<file path="config.mk">
export PLATFORM = sky130hd
export DESIGN_NAME = uart_dce_loopback
export DESIGN_NICKNAME = d
export VERILOG_FILES = /design/src/rtl/uart_dce_loopback.sv
export SDC_FILE = /design/constraint.sdc
export NUM_CORES = 1
export LEC_CHECK = 0
export CAP_MARGIN = 20
export CORE_MARGIN = 8
export CORE_UTILIZATION = 41
export CTS_CLUSTER_SIZE = 24
export DETAILED_ROUTE_END_ITERATION = 6
export SLEW_MARGIN = 0
export SYNTH_ARGS = -nofsm -noshare
export SYNTH_HDL_FRONTEND = slang
export SYNTH_SLANG_ARGS = --single-unit
</file>
<file path="constraint.sdc">
create_clock -name clock -period 4.45 [get_ports clock]
set_clock_uncertainty 0.15 [all_clocks]
set_input_delay 1.1125 -clock clock [delete_from_list [all_inputs] [get_ports clock]]
set_output_delay 1.1125 -clock clock [all_outputs]
set_load 0.01 [all_outputs]
</file>
<file path="src/rtl/uart_dce_loopback.sv">
`default_nettype none
// +--------------------------------------------------------------------------+
// | Module   : uart_dce_loopback                                             |
// | Purpose  : UART DCE-side loopback. Receives 8N1 characters from the DTE  |
// |            on txd, queues them in an echo FIFO and sends them back,      |
// |            unchanged and in order, on rxd. Paces the DTE with cts,       |
// |            obeys the DTE's rts, and publishes its baud divisor on DBR.   |
// | Ports    : clock   in   system clock, rising edge                       |
// |            reset_n in   asynchronous active-low reset                   |
// |            rts     in   DTE ready-to-receive (1 = may start an echo)    |
// |            cts     out  clear-to-send to DTE (1 = can accept chars)     |
// |            txd     in   serial data from DTE, idle 1, asynchronous      |
// |            rxd     out  serial data to DTE, idle 1                      |
// |            DBR     out  baud divisor (CLK_PER_BIT), zero-extended       |
// | Revision : 1.0  initial release                                         |
// +--------------------------------------------------------------------------+
module uart_dce_loopback #(
  parameter int unsigned CLK_PER_BIT = 87,
  parameter int unsigned FIFO_DEPTH  = 16,
  parameter int unsigned CTS_MARGIN  = 2
) (
  input  logic        clock,
  input  logic        reset_n,
  input  logic        rts,
  output logic        cts,
  input  logic        txd,
  output logic        rxd,
  output logic [31:0] DBR
);

  localparam int unsigned c_baud_w = $clog2(CLK_PER_BIT);
  localparam int unsigned c_ptr_w  = $clog2(FIFO_DEPTH);
  localparam int unsigned c_cnt_w  = c_ptr_w + 1;

  localparam logic [c_baud_w-1:0] c_bit_reload  = c_baud_w'(CLK_PER_BIT - 1);
  localparam logic [c_baud_w-1:0] c_half_reload = c_baud_w'(CLK_PER_BIT / 2 - 1);
  localparam logic [c_baud_w-1:0] c_baud_one    = c_baud_w'(1);
  localparam logic [c_cnt_w-1:0]  c_cnt_full    = c_cnt_w'(FIFO_DEPTH);
  localparam logic [c_cnt_w-1:0]  c_cnt_one     = c_cnt_w'(1);
  // free >= CTS_MARGIN  <=>  count <= FIFO_DEPTH - CTS_MARGIN
  localparam logic [c_cnt_w-1:0]  c_cts_limit   = c_cnt_w'(FIFO_DEPTH - CTS_MARGIN);

  localparam logic [2:0] c_rx_idle  = 3'd0;
  localparam logic [2:0] c_rx_start = 3'd1;
  localparam logic [2:0] c_rx_data  = 3'd2;
  localparam logic [2:0] c_rx_stop  = 3'd3;
  localparam logic [2:0] c_rx_break = 3'd4;  // framing error: wait for txd=1

  localparam logic [1:0] c_tx_idle  = 2'd0;
  localparam logic [1:0] c_tx_start = 2'd1;
  localparam logic [1:0] c_tx_data  = 2'd2;
  localparam logic [1:0] c_tx_stop  = 2'd3;

  assign DBR = 32'(CLK_PER_BIT);

  // ---------------------------------------------------------------- txd sync
  logic r_txd_meta;
  logic r_txd_sync;

  always_ff @(posedge clock or negedge reset_n) begin
    if (!reset_n) begin
      r_txd_meta <= 1'b1;
      r_txd_sync <= 1'b1;
    end else begin
      r_txd_meta <= txd;
      r_txd_sync <= r_txd_meta;
    end
  end

  // ------------------------------------------------------------------ RX FSM
  logic [2:0]          r_rx_state;
  logic [2:0]          w_rx_state_nxt;
  logic [c_baud_w-1:0] r_rx_baud;
  logic [2:0]          r_rx_bit;
  logic [7:0]          r_rx_shift;
  logic                w_rx_tick;
  logic                w_rx_push;

  assign w_rx_tick = (r_rx_baud == '0);

  always_ff @(posedge clock or negedge reset_n) begin
    if (!reset_n) r_rx_state <= c_rx_idle;
    else          r_rx_state <= w_rx_state_nxt;
  end

  // txd is known high whenever IDLE is entered, so a low level in IDLE is
  // the 1->0 start edge.
  always_comb begin
    w_rx_state_nxt = r_rx_state;
    case (r_rx_state)
      c_rx_idle:  if (!r_txd_sync) w_rx_state_nxt = c_rx_start;
      c_rx_start: if (w_rx_tick) w_rx_state_nxt = r_txd_sync ? c_rx_idle : c_rx_data;
      c_rx_data:  if (w_rx_tick && (r_rx_bit == 3'd7)) w_rx_state_nxt = c_rx_stop;
      c_rx_stop:  if (w_rx_tick) w_rx_state_nxt = r_txd_sync ? c_rx_idle : c_rx_break;
      c_rx_break: if (r_txd_sync) w_rx_state_nxt = c_rx_idle;
      default:    w_rx_state_nxt = c_rx_idle;
    endcase
  end

  always_comb begin
    w_rx_push = (r_rx_state == c_rx_stop) && w_rx_tick && r_txd_sync;
  end

  // IDLE keeps the half-bit reload armed so START begins already loaded.
  always_ff @(posedge clock or negedge reset_n) begin
    if (!reset_n) begin
      r_rx_baud  <= '0;
      r_rx_bit   <= '0;
      r_rx_shift <= '0;
    end else begin
      case (r_rx_state)
        c_rx_idle: begin
          r_rx_baud <= c_half_reload;
          r_rx_bit  <= '0;
        end
        c_rx_start, c_rx_stop: begin
          r_rx_baud <= w_rx_tick ? c_bit_reload : r_rx_baud - c_baud_one;
        end
        c_rx_data: begin
          if (w_rx_tick) begin
            r_rx_shift <= {r_txd_sync, r_rx_shift[7:1]};
            r_rx_bit   <= r_rx_bit + 3'd1;
            r_rx_baud  <= c_bit_reload;
          end else begin
            r_rx_baud <= r_rx_baud - c_baud_one;
          end
        end
        default: r_rx_baud <= '0;
      endcase
    end
  end

  // -------------------------------------------------------------- echo FIFO
  logic [7:0]         r_mem [FIFO_DEPTH];
  logic [c_ptr_w-1:0] r_wr_ptr;
  logic [c_ptr_w-1:0] r_rd_ptr;
  logic [c_cnt_w-1:0] r_count;
  logic [c_cnt_w-1:0] w_count_nxt;
  logic               w_full;
  logic               w_empty;
  logic               w_push;
  logic               w_pop;
  logic               r_cts;

  assign w_full  = (r_count == c_cnt_full);
  assign w_empty = (r_count == '0);
  // Overrun: a byte arriving while full is dropped.
  assign w_push  = w_rx_push && !w_full;

  always_comb begin
    w_count_nxt = r_count;
    case ({w_push, w_pop})
      2'b10:   w_count_nxt = r_count + c_cnt_one;
      2'b01:   w_count_nxt = r_count - c_cnt_one;
      default: w_count_nxt = r_count;
    endcase
  end

  always_ff @(posedge clock) begin
    if (w_push) r_mem[r_wr_ptr] <= r_rx_shift;
  end

  always_ff @(posedge clock or negedge reset_n) begin
    if (!reset_n) begin
      r_wr_ptr <= '0;
      r_rd_ptr <= '0;
      r_count  <= '0;
      r_cts    <= 1'b0;
    end else begin
      if (w_push) r_wr_ptr <= r_wr_ptr + c_ptr_w'(1);
      if (w_pop)  r_rd_ptr <= r_rd_ptr + c_ptr_w'(1);
      r_count <= w_count_nxt;
      r_cts   <= (w_count_nxt <= c_cts_limit);
    end
  end

  assign cts = r_cts;

  // ------------------------------------------------------------------ TX FSM
  logic [1:0]          r_tx_state;
  logic [1:0]          w_tx_state_nxt;
  logic [c_baud_w-1:0] r_tx_baud;
  logic [2:0]          r_tx_bit;
  logic [7:0]          r_tx_shift;
  logic                w_tx_tick;

  assign w_tx_tick = (r_tx_baud == '0);

  always_ff @(posedge clock or negedge reset_n) begin
    if (!reset_n) r_tx_state <= c_tx_idle;
    else          r_tx_state <= w_tx_state_nxt;
  end

  always_comb begin
    w_tx_state_nxt = r_tx_state;
    case (r_tx_state)
      c_tx_idle:  if (w_pop) w_tx_state_nxt = c_tx_start;
      c_tx_start: if (w_tx_tick) w_tx_state_nxt = c_tx_data;
      c_tx_data:  if (w_tx_tick && (r_tx_bit == 3'd7)) w_tx_state_nxt = c_tx_stop;
      c_tx_stop:  if (w_tx_tick) w_tx_state_nxt = c_tx_idle;
      default:    w_tx_state_nxt = c_tx_idle;
    endcase
  end

  // rts only matters in IDLE; a character in flight always completes.
  always_comb begin
    w_pop = (r_tx_state == c_tx_idle) && !w_empty && rts;
    rxd   = 1'b1;
    case (r_tx_state)
      c_tx_start: rxd = 1'b0;
      c_tx_data:  rxd = r_tx_shift[0];
      default:    rxd = 1'b1;
    endcase
  end

  always_ff @(posedge clock or negedge reset_n) begin
    if (!reset_n) begin
      r_tx_baud  <= '0;
      r_tx_bit   <= '0;
      r_tx_shift <= '0;
    end else begin
      case (r_tx_state)
        c_tx_idle: begin
          if (w_pop) begin
            r_tx_shift <= r_mem[r_rd_ptr];
            r_tx_baud  <= c_bit_reload;
            r_tx_bit   <= '0;
          end
        end
        c_tx_start, c_tx_stop: begin
          r_tx_baud <= w_tx_tick ? c_bit_reload : r_tx_baud - c_baud_one;
        end
        c_tx_data: begin
          if (w_tx_tick) begin
            r_tx_shift <= {1'b1, r_tx_shift[7:1]};
            r_tx_bit   <= r_tx_bit + 3'd1;
            r_tx_baud  <= c_bit_reload;
          end else begin
            r_tx_baud <= r_tx_baud - c_baud_one;
          end
        end
        default: r_tx_baud <= '0;
      endcase
    end
  end

endmodule
`default_nettype wire

</file>
==> out/results.txt, run 1 <==
status -> finished, final reports clean
DRC -> 0
Unique masters post-synth -> 52
Vias -> 4235
max incr delay on CP -> 0.71 ns
Hold WC Path Type -> reg2reg
Syn Inst Count -> 536
CP Max Fanout -> 25
fin. max-slew vios -> 0
FFs w/ async S/R, synth -> 30.81%
# H-tree levels -> 4
die area -> 0.02427 sq mm
#FFs+latches synth -> 185
DPL Wire Length -> 9704 microns
number of enable flip-flop cells after synthesis -> 128
CP endpoint kind -> output port
Final TNS setup -> 0 ns
dpl cells -> 789
drt wl/cell -> 17.90 microns
CP max stage cell -> ha_1
DRT antenna net count -> 0
share of cells above drive strength 1 -> 14.18%
number of diodes -> 0
largest net degree at the start of global routing -> 36
first-pass GRT wire length -> 23230 microns
final setup violation count -> 0
predominant post-synthesis flop cell -> edfxtp_1
max_slew headroom -> 31.27%
initial antenna violation count -> 0
CP bufs+invs -> 2
RSZ-0062 raised after global routing -> false
vias per std cell -> 5.152
WP data arrival -> 2.44 ns
Post-Synthesis Cell Area -> 0.008010 sq mm
Worst VDD drop -> 0.2080 mV
number of max-cap violations -> 0
clock sinks -> 185
Tightest Pin Transition -> 1.031 ns
synthesized area per cell -> 14.94 sq um
startpoint types -> register
Final Non-Filler Cells -> 822
GPL Wtd Cong -> 0.7432
CTS root buf -> clkbuf_16
Fmax achieved -> 269.9 MHz
routed wire length -> 14710 microns
Port Buffers -> 5
core area -> 0.01933 sq mm
crit path cell chain -> inv_1 -> ha_1 -> nand2_1 -> o21ai_0 -> clkdlybuf4s50_1
minimum clock period -> 3.705 ns
CTS buffer count -> 17
Die Span X -> 155.8 microns
CTS tree -> built
gr usage total -> 12.68%
DR pass1 iterations -> 5
Tcrit/Tclk final -> 83.26%
Leakage -> 3.005 nW
DRT iter0 DRCs -> 254
grt ovf -> 0
Setup CP Type -> reg2out
Post-CTS Setup Bufs -> 0
GRT busiest layer -> met2
Layout area overhead -> 9.919%
CP top delay family -> adder cells
row count -> 51
Die H -> 155.8 microns
vias in the first global route -> 4177
grt met3 use -> 3.241%
final net count -> 569
Yosys warnings -> 0
Clock Path Buffers -> 2
post_cts resized -> 0
met1 usage -> 17.10%
Filler cells -> 1696
hold_buf cts -> 0
clock latency at the later pin of the worst-skew pair -> 0.42 ns
met2 GRT Util -> 19.50%
post-synthesis sequential area ratio -> 65.82%
Initial Util -> 41.43%
Final Hold Viols -> 0
Worst Path Required -> 3.19 ns
IO Pins -> 38
pwr dens -> 384.8 mW/mm^2
Clock Pin Slew Worst Setup and Hold Paths -> 0.07 ns
## kinds of logic (layout without fill, tap and decap cells)
group | Yosys count | count (layout) | share of synthesized area (%)
mux | 59 | 59 | 10.84
buf+inv | 72 | 63 | 5.076
compound gates | 88 | 88 | 7.248
other cells | 2 | 32 | 0.09376
fa+ha+maj | 21 | 21 | 3.374
xor+xnor | 14 | 14 | 1.531
simple gates | 95 | 95 | 6.014
flops | 185 | 185 | 65.82
## metrics by stage
stage	util, %	power (mW)	hold WS (ns)	setup slack, ns	cell area (sq um)
final	45.54	3.388	0.2089	0.7451	8805
after global routing	45.54	3.507	0.2147	0.5091	8805
after CTS	45.40	3.417	0.2085	0.6990	8777
after detailed placement	42.50	1.991	0.1990	0.6568	8217
after global placement	42.50	1.984	0.1987	0.7389	8217
after floorplan	-	1.983	0.1952	1.172	8123
## synth_stat cells, types with 9 or more instances
| master | instances | area (sq um) |
|---|---|---|
| edfxtp_1 | 128 | 3844 |
| dfrtp_1 | 55 | 1376 |
| buf_4 | 34 | 255.2 |
| nor2_1 | 31 | 116.4 |
| mux2i_1 | 26 | 260.3 |
| nand2_1 | 25 | 93.84 |
| a21oi_1 | 23 | 115.1 |
| mux4_2 | 21 | 473.0 |
| ha_1 | 20 | 250.2 |
| inv_1 | 17 | 63.81 |
| o21ai_0 | 14 | 70.07 |
| a22oi_1 | 12 | 90.09 |
| clkbuf_1 | 12 | 45.04 |
| mux2_2 | 12 | 135.1 |
| xnor2_1 | 11 | 96.34 |
| nor3_1 | 9 | 45.04 |
## placed cells by master (no fill, tap or decap), drive strengths merged, types with 5 or more instances in the layout
master / count
a21oi: 23
a22o: 5
a22oi: 12
buf: 10
clkbuf: 18
clkinv: 10
conb: 32
dfrtp: 55
edfxtp: 128
ha: 20
inv: 18
mux2: 12
mux2i: 26
mux4: 21
nand2: 26
nor2: 31
nor3: 9
o21a: 7
o21ai: 15
o22ai: 6
o311ai: 6
xnor2: 11
## state kept, by name, indices dropped and copies added, names as in the netlist
name and cells:
cts 1, r_tx_state 2, r_tx_shift 8, r_tx_bit 3
r_rd_ptr 4, r_txd_sync 1, r_count 5, r_rx_shift 8
r_rx_baud 7, r_wr_ptr 4, r_tx_baud 7, r_txd_meta 1
r_mem 128, r_rx_bit 3, r_rx_state 3
## layout make-up
cell class	count	area (sq um)	share of cell area, %
clock inverters	14	131.4	1.492
well taps	265	331.6	3.766
inverters	17	63.81	0.7247
multi-input cells	309	2444	27.75
clock buffers	18	429.2	4.874
repair buffers	14	132.6	1.506
flip-flops and latches	185	5273	59.88
## layer usage
| metal | vias to the layer above | share of wire [%] |
|---|---|---|
| met1 | 2160 | 47 |
| met3 | 19 | 5.4 |
| met4 | 0 | 1.4 |
| met2 | 88 | 46 |
| met5 | - | 0 |
| li1 | 1968 | - |
## power breakdown
part | internal, mW | leakage, nW | switching (mW)
sequential | 1.84 | 1.79 | 0.0231
clock | 0.819 | 0.272 | 0.615
combinational | 0.0336 | 0.942 | 0.0531
## final timing paths
path / to / cells past startpoint / start / slack, ns
min in group asynchronous: r_rx_baud[0] / 1 / reset_n / 0.56
worst min-delay path: r_txd_sync / 0 / r_txd_meta / 0.21
worst min register to register: r_txd_sync / 0 / r_txd_meta / 0.21
worst max-delay path: rxd / 5 / r_tx_state[0] / 0.75
worst max register to register: cts / 13 / r_rx_baud[0] / 0.83
max in group asynchronous: r_tx_shift[0] / 2 / reset_n / 2.77
(Power assumes the default switching activity.)
==> inputs of run 2 (changes only) <==
==> constraint.sdc (replaced) <==
create_clock -name clock -period 3.4 [get_ports clock]
set_clock_uncertainty 0.15 [all_clocks]
set_input_delay 0.85 -clock clock [delete_from_list [all_inputs] [get_ports clock]]
set_output_delay 0.85 -clock clock [all_outputs]
set_load 0.01 [all_outputs]
==> run 2 against run 1 <==
  * Global-route usage grew 0.20 points
  * Hold slack gained 0.0094 ns
  * Wire length grew 2.3%
  * First-iteration DRC count grew 24%
  * Flip-flop and latch count is the same
  * Non-clock buffer count grew 17
  * Combinational power grew 38%
  * Die area is the same
  * Critical path type is now reg2reg
==> out/results.txt, run 2 (same netlist as run 1, synthesis figures left out) <==
status -> finished, final reports clean
clock latency at the later pin of the worst-skew pair -> 0.42 ns
met1 usage -> 16.81%
Setup CP Type -> reg2reg
Final Cell Area -> 0.008961 sq mm
share of cells above drive strength 1 -> 18.12%
Vias -> 4238
commonest non-fill, non-tap cell in the layout -> edfxtp_1
Final Hold Viols -> 0
CP Max Fanout -> 6
Multi-input gate area -> 0.002449 sq mm
final net count -> 586
DRT antenna net count -> 0
Worst Path Required -> 3.53 ns
Initial Util -> 41.43%
minimum clock period -> 3.166 ns
first-pass GRT wire length -> 23490 microns
RSZ-0062 raised after global routing -> false
initial antenna violation count -> 0
CP endpoint kind -> register
Tcrit/Tclk final -> 93.12%
Clock Path Buffers -> 2
pwr dens -> 504.3 mW/mm^2
Tightest Pin Transition -> 0.7438 ns
grt ovf -> 0
GPL Wtd Cong -> 0.7713
DPL Wire Length -> 10090 microns
max_slew headroom -> 50.41%
Filler cells -> 1648
Die H -> 155.8 microns
GRT busiest layer -> met2
drt wl/cell -> 17.93 microns
Die Span X -> 155.8 microns
Clock Pin Slew Worst Setup and Hold Paths -> 0.07 ns
die area -> 0.02427 sq mm
Leakage -> 3.101 nW
Layout area overhead -> 11.87%
# H-tree levels -> 4
largest net degree at the start of global routing -> 29
most flop-heavy register -> r_mem
number of diodes -> 0
vias in the first global route -> 4251
CTS tree -> built
Largest register FFs -> 128
grt met3 use -> 2.964%
Cell Area, Placed -> 0.008364 sq mm
final setup violation count -> 0
core area -> 0.01933 sq mm
hold_buf cts -> 0
vias per std cell -> 5.051
Final TNS setup -> 0 ns
most frequent cells in the layout -> edfxtp_1 (128), dfrtp_1 (55), conb_1 (32)
number of max-cap violations -> 0
Register Area -> 0.005273 sq mm
Worst VDD drop -> 0.3052 mV
Hold WC Path Type -> reg2reg
startpoint types -> register
DRT iter0 DRCs -> 315
routed wire length -> 15050 microns
WP data arrival -> 3.30 ns
IO Pins -> 38
CTS buffer count -> 17
clock sinks -> 185
DR pass1 iterations -> 4
CTS root buf -> clkbuf_16
gr usage total -> 12.88%
DRC -> 0
Port Buffers -> 5
Fmax achieved -> 315.9 MHz
met2 GRT Util -> 20.46%
row count -> 51
fin. max-slew vios -> 0
Largest regs -> r_mem: 128 flops, r_rx_shift: 8 flops, r_tx_shift: 8 flops
[run 2: cell types whose count changed in the layout (fill, tap and decap cells not counted), sizes merged]
cell / change
clkbuf: -1
buf: +17
clkinvlp: +2
inv: +4
clkinv: -5
[run 2: final timing paths]
path / from / to / slack [ns] / depth (start not counted)
max in group asynchronous: reset_n / r_txd_sync / 2.01 / 2
setup reg to reg: r_count[0] / cts / 0.23 / 11
min in group asynchronous: reset_n / r_rx_bit[0] / 0.32 / 1
hold / removal: r_txd_meta / r_txd_sync / 0.22 / 0
hold reg to reg: r_txd_meta / r_txd_sync / 0.22 / 0
setup / recovery: r_count[0] / cts / 0.23 / 11
[run 2: power breakdown]
| part | internal, mW | switching (mW) |
|---|---|---|
| logic | 0.0469 | 0.0727 |
| clock network | 1.10 | 0.859 |
| registers | 2.41 | 0.0300 |
[run 2: per-layer routing]
metal	vias up	part of all wire (%)
met5	-	0
met4	0	1.3
met3	11	4.7
met2	83	49
met1	2142	45
li1	2002	-
[run 2: layout make-up]
| type | count | area share, % |
|---|---|---|
| flip-flops and latches | 185 | 58.84 |
| inverters | 17 | 0.7121 |
| clock buffers | 17 | 4.747 |
| repair buffers | 31 | 2.820 |
| well taps | 265 | 3.700 |
| clock inverters | 15 | 1.857 |
| multi-input cells | 309 | 27.32 |
[run 2: per-stage QoR]
| stage | cells | utilization, % | worst slack [ns] | hold WS [ns] | power [mW] |
|---|---|---|---|---|---|
| global route | 839 | 46.35 | 0.04306 | 0.2191 | 4.654 |
| CTS | 839 | 46.32 | 0.1018 | 0.2167 | 4.560 |
| finish | 839 | 46.35 | 0.2340 | 0.2183 | 4.520 |
| global placement | 807 | 43.26 | 0.1537 | 0.2023 | 2.601 |
| floorplan | 566 | - | 0.1215 | 0.1952 | 2.595 |
| detailed placement | 807 | 43.26 | 0.02208 | 0.2065 | 2.609 |
[run 2: critical path: stages (launching register included)]
cell and delay [ns]:
dfrtp_1 0.44, or4_1 0.60, o21ai_0 0.31, nor4b_4 0.08, inv_1 0.08, ha_2 0.25
ha_1 0.30, a21o_1 0.20, a21oi_1 0.17, mux2i_1 0.23, xnor2_1 0.16, a41oi_1 0.06
[run 2: timing repair]
action                     CTS  global route
setup endpoints to repair    0             2
resized for setup            0             2
setup buffers                0             0
==> inputs of run 3 (changes only) <==
==> constraint.sdc (replaced) <==
create_clock -name clock -period 3.4 [get_ports clock]
set_clock_uncertainty 0.15 [all_clocks]
set_input_delay 0.34 -clock clock [delete_from_list [all_inputs] [get_ports clock]]
set_output_delay 0.34 -clock clock [all_outputs]
set_load 0.01 [all_outputs]
==> run 3 against run 2 <==
  * Global-route usage rose by 0.14 points
  * Hold slack worse by 0.044 ns
  * Die area stayed put
  * Sequential power barely moved
  * Core utilization down 0.35 points
  * Sequential share of layout area grew 0.45 points
  * Critical path depth shrank 1
  * Power fell by 3.4%
  * Fmax up 0.72%
==> out/results.txt, run 3 (same netlist as run 1, synthesis figures left out) <==
CTS tree -> built
Hold Path Cell Cnt -> 1
Final TNS setup -> 0 ns
Largest register FFs -> 128
gr usage total -> 13.01%
most flop-heavy register -> r_mem
startpoint types -> register
Vias -> 4314
CP endpoint kind -> register
Cell Area, Placed -> 0.008337 sq mm
Port Buffers -> 5
max incr delay on CP -> 0.63 ns
WP data arrival -> 3.27 ns
DRC -> 0
Layout area overhead -> 11.03%
row count -> 51
Fmax achieved -> 318.2 MHz
Post-CTS Setup Bufs -> 0
die area -> 0.02427 sq mm
CTS buffer count -> 17
Die Span X -> 155.8 microns
Tightest Pin Transition -> 0.8104 ns
# H-tree levels -> 4
largest net degree at the start of global routing -> 34
Initial Util -> 41.43%
crit path cell chain -> or4_1 -> o21ai_4 -> nor2_1 -> ha_2 -> fa_1 -> a21o_1 -> a21oi_1 -> mux2i_1 -> xnor2_1 -> a41oi_1
Worst VDD drop -> 0.3548 mV
core area -> 0.01933 sq mm
Setup CP Type -> reg2reg
most frequent cells in the layout -> edfxtp_1 (128), dfrtp_1 (55), conb_1 (32)
IO Pins -> 38
drt wl/cell -> 18.13 microns
Clock Pin Slew Worst Setup and Hold Paths -> 0.06 ns
DPL Wire Length -> 10110 microns
hold endpoint -> r_txd_meta
commonest non-fill, non-tap cell in the layout -> edfxtp_1
Die H -> 155.8 microns
number of max-cap violations -> 0
RSZ-0062 raised after global routing -> false
Hold WC Path Type -> in2reg
Final Cell Area -> 0.008894 sq mm
share of cells above drive strength 1 -> 17.10%
GPL Wtd Cong -> 0.7465
post-layout power -> 4.367 mW
reg2reg end -> cts
DR pass1 iterations -> 4
status -> finished, final reports clean
Largest regs -> r_mem: 128 flops, r_rx_shift: 8 flops, r_tx_shift: 8 flops
grt ovf -> 0
final setup violation count -> 0
CP Max Fanout -> 6
DRT antenna net count -> 0
Reg-to-Reg Start -> r_count[0]
Reg2Reg Depth -> 10
clock latency at the later pin of the worst-skew pair -> 0.43 ns
Leakage -> 3.077 nW
pwr dens -> 491.0 mW/mm^2
initial antenna violation count -> 0
Clock Path Buffers -> 2
number of diodes -> 0
minimum clock period -> 3.143 ns
Tcrit/Tclk final -> 92.45%
fin. max-slew vios -> 0
Worst Path Required -> 3.53 ns
vias in the first global route -> 4259
max_slew headroom -> 45.97%
final net count -> 585
Min-Delay Startpoint -> txd
CP max stage cell -> or4_1
first-pass GRT wire length -> 23720 microns
reg2reg setup slack -> 0.26 ns
DRT iter0 DRCs -> 300
Final Hold Viols -> 0
clock sinks -> 185
vias per std cell -> 5.148
routed wire length -> 15190 microns
CTS root buf -> clkbuf_16
[run 3: cell types whose count changed in the layout (fill, tap and decap cells not counted), moves of 2 or more]
cell and delta:
clkinv_2 +4, inv_6 -4, clkinvlp_4 -3, clkinv_1 +2
clkinvlp_2 +2
[run 3: report_power, final]
group          internal [mW]  switching, mW
Combinational         0.0474         0.0724
Sequential              2.41         0.0293
Clock                  0.996          0.807
Total                   3.46          0.909
[run 3: worst max-delay path by stage]
stage               slack (ns)    startpoint   to
floorplan                 0.12  r_rx_baud[0]  cts
global placement          0.28    r_count[0]  cts
detailed placement        0.16    r_count[0]  cts
CTS                       0.16    r_count[0]  cts
global route              0.02  r_rx_baud[0]  cts
finish                    0.26    r_count[0]  cts
[run 3: critical path: cells and delay by family, from the launching register on]
family / cells / cell delay, ns
flip-flops: 1 / 0.43
AO/OA/AOI/OAI: 4 / 0.62
AND/OR/NAND/NOR: 2 / 0.77
multiplexers: 1 / 0.23
XOR/XNOR: 1 / 0.16
adder cells (fa/ha/maj): 2 / 0.64
[run 3: layer usage]
layer	vias up	global-route usage, %	share of wire (%)
met3	15	2.964	5.6
li1	2003	-	-
met5	-	0	0
met2	106	20.96	48
met4	0	4.852	1.4
met1	2190	16.91	45
[run 3: repair_timing]
action,4_1_cts,5_1_grt
hold buffers,1,0
endpoints found under the hold margin,22,0
setup endpoints to repair,0,1
gates resized for setup,0,3
[run 3: area by class of cell]
class / count / area [sq um]
Clock buffer: 18 / 429.2
Clock inverter: 14 / 107.6
Fill cell: 1656 / 10440
Inverter: 17 / 63.81
Multi-Input combinational cell: 309 / 2454
Sequential cell: 185 / 5273
Tap cell: 265 / 331.6
Timing Repair Buffer: 30 / 235.2
[run 3: metrics by stage]
step | cells | util, % | hold slack (ns) | setup slack (ns)
6_report | 838 | 46.00 | 0.1739 | 0.2568
5_1_grt | 838 | 46.00 | 0.1649 | 0.01957
4_1_cts | 838 | 45.95 | 0.1557 | 0.1577
3_5_place_dp | 805 | 43.12 | 0.1990 | 0.1604
3_3_place_gp | 805 | 43.12 | 0.1982 | 0.2840
2_1_floorplan | 566 | - | -0.1056 | 0.1215
